**config.mk**
```make
export PLATFORM = sky130hd
export DESIGN_NAME = runway_light_seq
export DESIGN_NICKNAME = d
export VERILOG_FILES = /design/src/rtl/runway_pkg.sv /design/src/rtl/runway_tick_gen.sv /design/src/rtl/runway_light_seq.sv
export SDC_FILE = /design/constraint.sdc
export NUM_CORES = 1
export LEC_CHECK = 0
export ABC_AREA = 1
export ABC_CLOCK_PERIOD_IN_PS = 2500
export BUFFER_PORTS_ARGS = -buffer_cell sky130_fd_sc_hd__buf_2
export CAP_MARGIN = 10
export CORE_MARGIN = 8
export CORE_UTILIZATION = 30
export DETAILED_ROUTE_END_ITERATION = 12
export PLACE_DENSITY = 0.46
export SLEW_MARGIN = 20
export SYNTH_ARGS = -nofsm -noshare
export SYNTH_HDL_FRONTEND = slang
export SYNTH_HIERARCHICAL = 1
export SYNTH_SLANG_ARGS = --single-unit
```
**constraint.sdc**
```tcl
create_clock -name Clock -period 2.5 [get_ports Clock]
set_clock_uncertainty 0.05 [all_clocks]
set_input_delay 0.25 -clock Clock [delete_from_list [all_inputs] [get_ports Clock]]
set_output_delay 0.25 -clock Clock [all_outputs]
set_load 0.005 [all_outputs]
```
**src/rtl/runway_pkg.sv**
```systemverilog
// Shared types and helpers for the runway hazard-light sequencer.
package runway_pkg;

  // Lamp modes as presented on the 2-bit mode input.
  typedef enum logic [1:0] {
    MODE_CALM = 2'b00,
    MODE_R2L  = 2'b01,
    MODE_L2R  = 2'b10,
    MODE_AUX  = 2'b11
  } mode_t;

  // Calm-mode phase: A shows the two end lamps, B shows the inner lamps.
  typedef enum logic {
    PHASE_A = 1'b0,
    PHASE_B = 1'b1
  } phase_t;

  // Widest lamp bank the pattern helper can describe.
  localparam int MAX_LIGHTS = 64;

  // Pattern with only the leftmost (bit n-1) and rightmost (bit 0) lamps lit.
  function automatic logic [MAX_LIGHTS-1:0] ends_pattern(input int n);
    logic [MAX_LIGHTS-1:0] r_pat;
    r_pat        = '0;
    r_pat[0]     = 1'b1;
    r_pat[n-1]   = 1'b1;
    return r_pat;
  endfunction

endpackage

```
**src/rtl/runway_tick_gen.sv**
```systemverilog
// Step prescaler: counts 0..TICK_DIV-1 and strobes tick on the last count.
// With TICK_DIV=1 the counter never leaves zero, so tick stays high.
module runway_tick_gen #(
  parameter int TICK_DIV = 4
) (
  input  logic Clock,
  input  logic Reset,
  output logic tick
);

  localparam int                 CNT_W = $clog2(TICK_DIV) + 1;
  localparam logic [CNT_W-1:0]   LAST  = CNT_W'(TICK_DIV - 1);

  logic [CNT_W-1:0] r_cnt;

  // Free-running modulo-TICK_DIV counter, cleared by reset.
  always_ff @(posedge Clock) begin
    if (Reset) begin
      r_cnt <= '0;
    end else if (r_cnt == LAST) begin
      r_cnt <= '0;
    end else begin
      r_cnt <= r_cnt + 1'b1;
    end
  end

  assign tick = (r_cnt == LAST);

endmodule

```
**src/rtl/runway_light_seq.sv**
```systemverilog
// Runway hazard-light sequencer top.
// Drives N_LIGHTS lamps in calm / sweep R->L / sweep L->R / mode-3 patterns.
// Lamp state only moves on a prescaler tick; a mode change loads the new
// mode's seed at the tick that sees it, otherwise the current mode advances.
// Build option: define RUNWAY_FLASH_EN to make mode 3 flash all lamps;
// without it mode 3 freezes the lamps at their last value.
module runway_light_seq
  import runway_pkg::*;
#(
  parameter int N_LIGHTS = 8,
  parameter int TICK_DIV = 4
) (
  input  logic                Clock,
  input  logic                Reset,
  input  logic [1:0]          mode,
  output logic [N_LIGHTS-1:0] lights,
  output logic                tick
);

  localparam logic [MAX_LIGHTS-1:0] ENDS_FULL = ends_pattern(N_LIGHTS);
  localparam logic [N_LIGHTS-1:0]   ENDS      = ENDS_FULL[N_LIGHTS-1:0];
  localparam logic [N_LIGHTS-1:0]   SEED_R2L  = {{(N_LIGHTS-1){1'b0}}, 1'b1};
  localparam logic [N_LIGHTS-1:0]   SEED_L2R  = {1'b1, {(N_LIGHTS-1){1'b0}}};

  logic                w_tick;
  mode_t               w_mode;
  mode_t               r_mode;
  phase_t              r_phase;
  logic [N_LIGHTS-1:0] r_lights;
  logic [N_LIGHTS-1:0] w_next_lights;
  phase_t              w_next_phase;

  runway_tick_gen #(
    .TICK_DIV (TICK_DIV)
  ) u_tick_gen (
    .Clock (Clock),
    .Reset (Reset),
    .tick  (w_tick)
  );

  assign w_mode = mode_t'(mode);

  // Seed/advance mux: what the lamps and phase become at the next tick.
  always_comb begin
    w_next_lights = r_lights;
    w_next_phase  = r_phase;
    if (w_mode != r_mode) begin
      w_next_phase = PHASE_A;
      case (w_mode)
        MODE_CALM: w_next_lights = ENDS;
        MODE_R2L:  w_next_lights = SEED_R2L;
        MODE_L2R:  w_next_lights = SEED_L2R;
`ifdef RUNWAY_FLASH_EN
        MODE_AUX:  w_next_lights = '1;
`else
        MODE_AUX:  w_next_lights = r_lights;
`endif
        default:   w_next_lights = ENDS;
      endcase
    end else begin
      case (r_mode)
        MODE_CALM: begin
          if (r_phase == PHASE_A) begin
            w_next_lights = ~ENDS;
            w_next_phase  = PHASE_B;
          end else begin
            w_next_lights = ENDS;
            w_next_phase  = PHASE_A;
          end
        end
        MODE_R2L:  w_next_lights = {r_lights[N_LIGHTS-2:0], r_lights[N_LIGHTS-1]};
        MODE_L2R:  w_next_lights = {r_lights[0], r_lights[N_LIGHTS-1:1]};
`ifdef RUNWAY_FLASH_EN
        MODE_AUX:  w_next_lights = ~r_lights;
`else
        MODE_AUX:  w_next_lights = r_lights;
`endif
        default:   w_next_lights = ENDS;
      endcase
    end
  end

  // Lamp state registers: reset wins, otherwise update only on tick cycles.
  always_ff @(posedge Clock) begin
    if (Reset) begin
      r_mode   <= MODE_CALM;
      r_phase  <= PHASE_A;
      r_lights <= ENDS;
    end else if (w_tick) begin
      r_mode   <= w_mode;
      r_phase  <= w_next_phase;
      r_lights <= w_next_lights;
    end
  end

  assign lights = r_lights;
  assign tick   = w_tick;

endmodule

```
=== Word-level counts from Yosys, hierarchy flattened ===
Index checks and enable logic that the tools add are counted.

* $add $sub $neg: 1
* Div/mod/pow operators: 0
* Bitwise logic cells: 0
* Multiplexer cells: 7
* Shift operators: 0
* Eq/ne operators: 10
* Reduce and logical (&&, ||, !) cells: 6
* $lt $le $gt $ge: 0
* Multipliers: 0

{| class="wikitable"
|+ Operators with widths
! operator !! number
|-
| $pmux 8 s3 || 2
|-
| $mux 8 || 2
|-
| $eq 2x2->1 const B || 4
|-
| $eq 2x1->1 const B || 2
|-
| $logic_not 2->1 || 2
|-
| $ne 2x2->1 const B || 2
|-
| $add 3x1->3 const B || 1
|-
| $eq 3x2->1 const B || 1
|-
| $mux 1 || 3
|-
| $reduce_and 3->1 || 1
|-
| $ne 2x2->1 || 1
|-
| $reduce_and 2->1 || 1
|-
| $reduce_bool 2->1 || 1
|-
| $reduce_or 2->1 || 1
|}

* Word-level logic and storage cells: 28
* Latch bits: 0
* Bits in read-only memories: 0
* Memories kept: 0
* Bits in registers: 14
* Memory bits (writable): 0

=== Longest topological paths before layout ===
* Depth after elaboration: 3
* Gate-level depth with buffers: 9

=== By module ===
The synthesis kept the hierarchy.

{| class="wikitable"
|+ By module, submodules not included
! module !! times used !! cells an instance !! seq. area each (um^2) !! area an instance (um^2)
|-
| runway_light_seq || 1 || 104 || 220.2 || 686.9
|-
| runway_tick_gen || 1 || 13 || 60.1 || 117.6
|}

=== Worst setup path after synthesis ===
No wires, ideal clock.

* Kind: reg-to-reg
* Start: register r_mode[0]
* End: register r_lights[2], in the netlist lights[2]
* Cell stages (with the launch flop): 8
* Library setup time: 0.116 ns
* Arrival time: 1.251 ns
* Setup slack: 1.083 ns
* Path through: dfxtp_1 -> inv_2 -> ha_1 -> buf_6 -> nor2_1 -> nor2_2 -> nand3_1 -> a21oi_1

* Word-level cells in the longest chain between the ends: 3
* Elaborated cells between the ends (all ways): 10
* Classes of those cells: 6 x eq/ne; 2 x mux; 2 x reduce/logical

{| class="wikitable"
|+ Ends and longest elaborated chain
! what !! line !! text
|-
| start, declared || runway_light_seq.sv:27 || <nowiki>mode_t r_mode;</nowiki>
|-
| start signal, assigned || runway_light_seq.sv:90 || <nowiki>r_mode <= w_mode;</nowiki>
|-
| $eq 2x2->1 (tied with other cells) || runway_light_seq.sv:61 || <nowiki>case (r_mode)</nowiki>
|-
| $pmux 8 s3 / $ne 2x2->1 (equally long branches) || n/a ||
|-
| $mux 8 / $reduce_and 3->1 (equally long branches) || n/a ||
|-
| end signal, assigned || runway_light_seq.sv:92 || <nowiki>r_lights <= w_next_lights;</nowiki>
|-
| end, declared || runway_light_seq.sv:29 || <nowiki>logic [N_LIGHTS-1:0] r_lights;</nowiki>
|}

Parallel ways exist; a longest one is shown, timed or not.
A chain may end at the register's enable or synchronous reset.

=== Final worst setup path ===
* Start: register r_mode[0]
* End: register r_lights[1], in the netlist lights[1]

Same word-level chain as after synthesis.

==> impl_metrics.xml <==
<?xml version="1.0" encoding="UTF-8"?>
<metrics>
  <group name="finish">
    <metric name="finish.utilization" unit="%">36.2</metric>
    <metric name="layout-drive-gt1-share" unit="%">19.4</metric>
    <metric name="filler_cell_count" unit="">282</metric>
    <metric name="final_nets" unit="">139</metric>
    <metric name="post-route-cell-area" unit="um2">906</metric>
    <metric name="relative_area_change_from_synthesis_to_final_layout" unit="%">12.6</metric>
    <metric name="antenna_cells_inserted" unit="">0</metric>
    <metric name="multi_input_comb_area" unit="um2">439</metric>
    <metric name="seq_area" unit="um2">280</metric>
  </group>
  <group name="worst_setup_path">
    <metric name="timing.critical_path.buf_inv" unit="">1</metric>
    <metric name="timing.critical_path.max_delay_family" unit="">simple AND/OR/NAND/NOR gates</metric>
    <metric name="critical_path.max_fanout" unit="">9</metric>
    <metric name="number_of_cell_instances_on_the_worst_register_to_register_path" unit="">6</metric>
    <metric name="critical_path.reg2reg.endpoint" unit="">lights[1]$_SDFFE_PP0P_</metric>
    <metric name="cp-start-kind" unit="">flip-flop</metric>
    <metric name="critical-path-slowest-cell" unit="">ha_1</metric>
    <metric name="criticalPathCategory" unit="">reg -&gt; reg</metric>
    <metric name="r2r_start" unit="">r_mode[0]$_SDFFE_PP0P_</metric>
    <metric name="crit_path_cell_trace" unit="">inv_2 &gt; ha_1 &gt; nor2_1 &gt; nor2_2 &gt; nand3_1 &gt; a21oi_1</metric>
    <metric name="crit_arrival" unit="ns">1.85</metric>
    <metric name="cp_data_required_time" unit="ns">2.67</metric>
    <metric name="worst-r2r-setup-slack" unit="ns">0.81</metric>
    <metric name="largest_incremental_delay_on_the_critical_path" unit="ns">0.45</metric>
    <metric name="critical_path.endpoint_type" unit="">flip-flop</metric>
  </group>
  <group name="pwr">
    <metric name="vdd.ir_drop.worst" unit="V">0.000344</metric>
    <metric name="power_report.internal_total" unit="mW">0.361</metric>
    <metric name="powerDensity" unit="mW/mm2">560</metric>
    <metric name="total_switching_power" unit="mW">0.146</metric>
    <metric name="p_sw_share" unit="%">28.8</metric>
    <metric name="power.share.clock" unit="%">32.1</metric>
    <metric name="pwr-share-seq" unit="%">48.2</metric>
    <metric name="leakage_power_of_the_design" unit="nW">0.399</metric>
    <metric name="design_power_total" unit="mW">0.507</metric>
    <metric name="comb_power_share" unit="%">19.7</metric>
  </group>
  <group name="placed_design">
    <metric name="gp_congestion" unit="">0.750</metric>
    <metric name="placement.io_buffers" unit="">12</metric>
    <metric name="placedInstanceArea" unit="um2">870</metric>
    <metric name="place.detailed.hpwl" unit="mm">1.39</metric>
    <metric name="post-place-ws" unit="ns">0.859</metric>
  </group>
  <group name="sta">
    <metric name="period_needed" unit="ns">1.69</metric>
    <metric name="final-hold-violation-count" unit="">0</metric>
    <metric name="grt_setup_unrepaired" unit="">no</metric>
    <metric name="final.setup.worst_slack" unit="ns">0.814</metric>
    <metric name="summed_negative_setup_slack_over_all_endpoints" unit="ns">0</metric>
    <metric name="slew-limit-headroom" unit="%">80.0</metric>
    <metric name="final_min_period_over_clock_period" unit="%">67.4</metric>
    <metric name="final-max-slew-violation-count" unit="">0</metric>
    <metric name="worstMarginPinSlew" unit="ns">0.299</metric>
    <metric name="max_freq" unit="MHz">593</metric>
    <metric name="report.final.setup_viol" unit="">0</metric>
  </group>
  <group name="grt">
    <metric name="gr-total-overflow" unit="">0</metric>
    <metric name="grtUsageTotal" unit="%">9.05</metric>
    <metric name="grt_start_max_net_pins" unit="">12</metric>
    <metric name="via_count_of_the_first_global_routing_pass" unit="">725</metric>
    <metric name="grt_antenna_before_repair" unit="">0</metric>
    <metric name="first_pass_grt_wire_length" unit="mm">3.19</metric>
  </group>
  <group name="clock_network">
    <metric name="cts_tree" unit="">built</metric>
    <metric name="clock-root-buffer" unit="">clkbuf_4</metric>
    <metric name="clk_pin_slew" unit="ns">0.09</metric>
    <metric name="post_cts.repair.setup_buffers" unit="">0</metric>
    <metric name="worst_skew_pair.late_latency" unit="ns">0.28</metric>
    <metric name="count_of_hold_buffers_inserted_by_post_cts_repair" unit="">0</metric>
    <metric name="ctsHtreeMaxLevel" unit="">1</metric>
    <metric name="clock_sinks" unit="">14</metric>
    <metric name="ctsLongestPathBuffers" unit="">2</metric>
    <metric name="numCtsBuffers" unit="">3</metric>
    <metric name="cts.repair.resized" unit="">0</metric>
  </group>
  <group name="route">
    <metric name="firstDrtPassIters" unit="">4</metric>
    <metric name="via_count" unit="">756</metric>
    <metric name="drt_wl_total" unit="mm">1.82</metric>
    <metric name="post-route-drc-count" unit="">0</metric>
    <metric name="vias_per_cell" unit="">4.75</metric>
    <metric name="detailedRoute.firstIterationViolations" unit="">28</metric>
    <metric name="route.detailed.wl_per_inst" unit="um">11.4</metric>
    <metric name="detail-route-antenna-nets" unit="">0</metric>
  </group>
  <group name="synth">
    <metric name="synth_area_leader_cell" unit="">dfxtp_1</metric>
    <metric name="synth.most_common_cell" unit="">nand2_1</metric>
    <metric name="yosys.area.top_type_share" unit="%">34.8</metric>
    <metric name="synth.yosys.seq_area_share" unit="%">34.8</metric>
    <metric name="synthesis.instances" unit="">117</metric>
    <metric name="yosysUniqueCellTypes" unit="">17</metric>
    <metric name="synth_nets" unit="">126</metric>
    <metric name="asyncSetResetFlopFracSynth" unit="%">0</metric>
    <metric name="ranking_of_synthesized_cells_by_area" unit="">dfxtp_1 35%, nand2_1 18%, a21oi_1 8.1%</metric>
    <metric name="most_numerous_cell_types_in_the_synthesized_netlist" unit="">38 x nand2_1, 14 x dfxtp_1, 13 x a21oi_1</metric>
    <metric name="synth.cell_area" unit="um2">805</metric>
    <metric name="ys_dominant_reg_cell" unit="">dfxtp_1</metric>
    <metric name="syn_area_per_cell" unit="um2">6.88</metric>
    <metric name="number_of_enable_type_register_cells_in_the_synthesized_netlist" unit="">0</metric>
    <metric name="ffs_latches_synth" unit="">14</metric>
    <metric name="ys_warn_count" unit="">6</metric>
  </group>
  <group name="hold_path">
    <metric name="worstHoldEndpoint" unit="">lights[2]$_SDFFE_PP0P_</metric>
    <metric name="worst_hold_path_type" unit="">in -&gt; reg</metric>
    <metric name="holdPathStages" unit="">2</metric>
    <metric name="hold_path.startpoint" unit="">Reset</metric>
  </group>
  <group name="floorplan">
    <metric name="coreArea" unit="mm2">0.00250</metric>
    <metric name="die_height" unit="um">67.8</metric>
    <metric name="count_of_boundary_i_o_pins" unit="">13</metric>
    <metric name="die-area" unit="mm2">0.00459</metric>
    <metric name="die_w" unit="um">67.8</metric>
    <metric name="rows" unit="">18</metric>
    <metric name="floorplan.initialDensity" unit="%">32.2</metric>
  </group>
  <group name="status">
    <metric name="run_status" unit="">finished clean</metric>
  </group>
  <group name="job">
    <metric name="max-cap-violations" unit="">0</metric>
  </group>
</metrics>
==> cells by family (layout without fill, tap and decap cells) <==
logic type | Yosys count | after routing | share of synthesized area [%]
simple gates | 62 | 62 | 35.0
compound gates | 18 | 18 | 11.8
buf+inv | 18 | 30 | 10.6
fa+ha+maj | 5 | 5 | 7.78
flops | 14 | 14 | 34.8
==> power groups by stage <==
stage / clock network (mW) / logic, mW / registers (mW)
after floorplan: 0 / 0.0809 / 0.248
after global placement: 0 / 0.100 / 0.249
after detailed placement: 0 / 0.101 / 0.250
after CTS: 0.171 / 0.102 / 0.245
after global routing: 0.180 / 0.116 / 0.246
final: 0.163 / 0.0998 / 0.244
==> worst max-delay path by stage <==
stage | start | to | slack, ns | cells after the start
final | r_mode[0]$_SDFFE_PP0P_ | lights[1]$_SDFFE_PP0P_ | 0.81 | 6
after floorplan | r_mode[0]$_SDFFE_PP0P_ | lights[2]$_SDFFE_PP0P_ | 1.08 | 7
after global placement | r_mode[0]$_SDFFE_PP0P_ | lights[1]$_SDFFE_PP0P_ | 0.89 | 6
after global routing | r_mode[0]$_SDFFE_PP0P_ | lights[1]$_SDFFE_PP0P_ | 0.66 | 6
after CTS | r_mode[0]$_SDFFE_PP0P_ | lights[1]$_SDFFE_PP0P_ | 0.83 | 6
after detailed placement | r_mode[0]$_SDFFE_PP0P_ | lights[1]$_SDFFE_PP0P_ | 0.86 | 6
==> placed cells by master, fill, tap and decap left out, drive strengths merged <==
cell / count
nand2: 42
dfxtp: 14
inv: 14
a21oi: 13
nand3: 12
buf: 12
nor2: 8
ha: 5
clkbuf: 4
o21ai: 3
o211ai: 2
==> worst register-to-register path: stages, from the launching register on <==
cell     delay (ns)
dfxtp_1        0.39
inv_2          0.08
ha_1           0.45
nor2_1         0.14
nor2_2         0.26
nand3_1        0.13
a21oi_1        0.13
==> sequential cells by signal, summed over array words and instances (netlist names) <==
signal	flops
r_mode	2
u_tick_gen/r_cnt	3
r_phase	1
lights	8
==> metrics by stage <==
stage          std cells  hold slack [ns]
2_1_floorplan        117            0.347
3_3_place_gp         155            0.356
3_5_place_dp         155            0.364
4_1_cts              159            0.235
5_1_grt              159            0.235
6_report             159            0.238
==> routing by layer <==
layer,track usage (%),part of all wire (%),vias to the layer above
met1,9.46,45,342
met3,4.30,6.4,2
met2,16.0,48,15
met5,0,0,-
li1,-,-,397
met4,2.30,0.66,0
==> cell type report <==
class	count	share of cell area, %
multi-input cells	85	48.5
well taps	30	4.14
clock buffers	4	4.01
inverters	14	5.80
repair buffers	12	6.63
flip-flops and latches	14	30.9
Note: power is estimated with default switching activity, not from simulation.
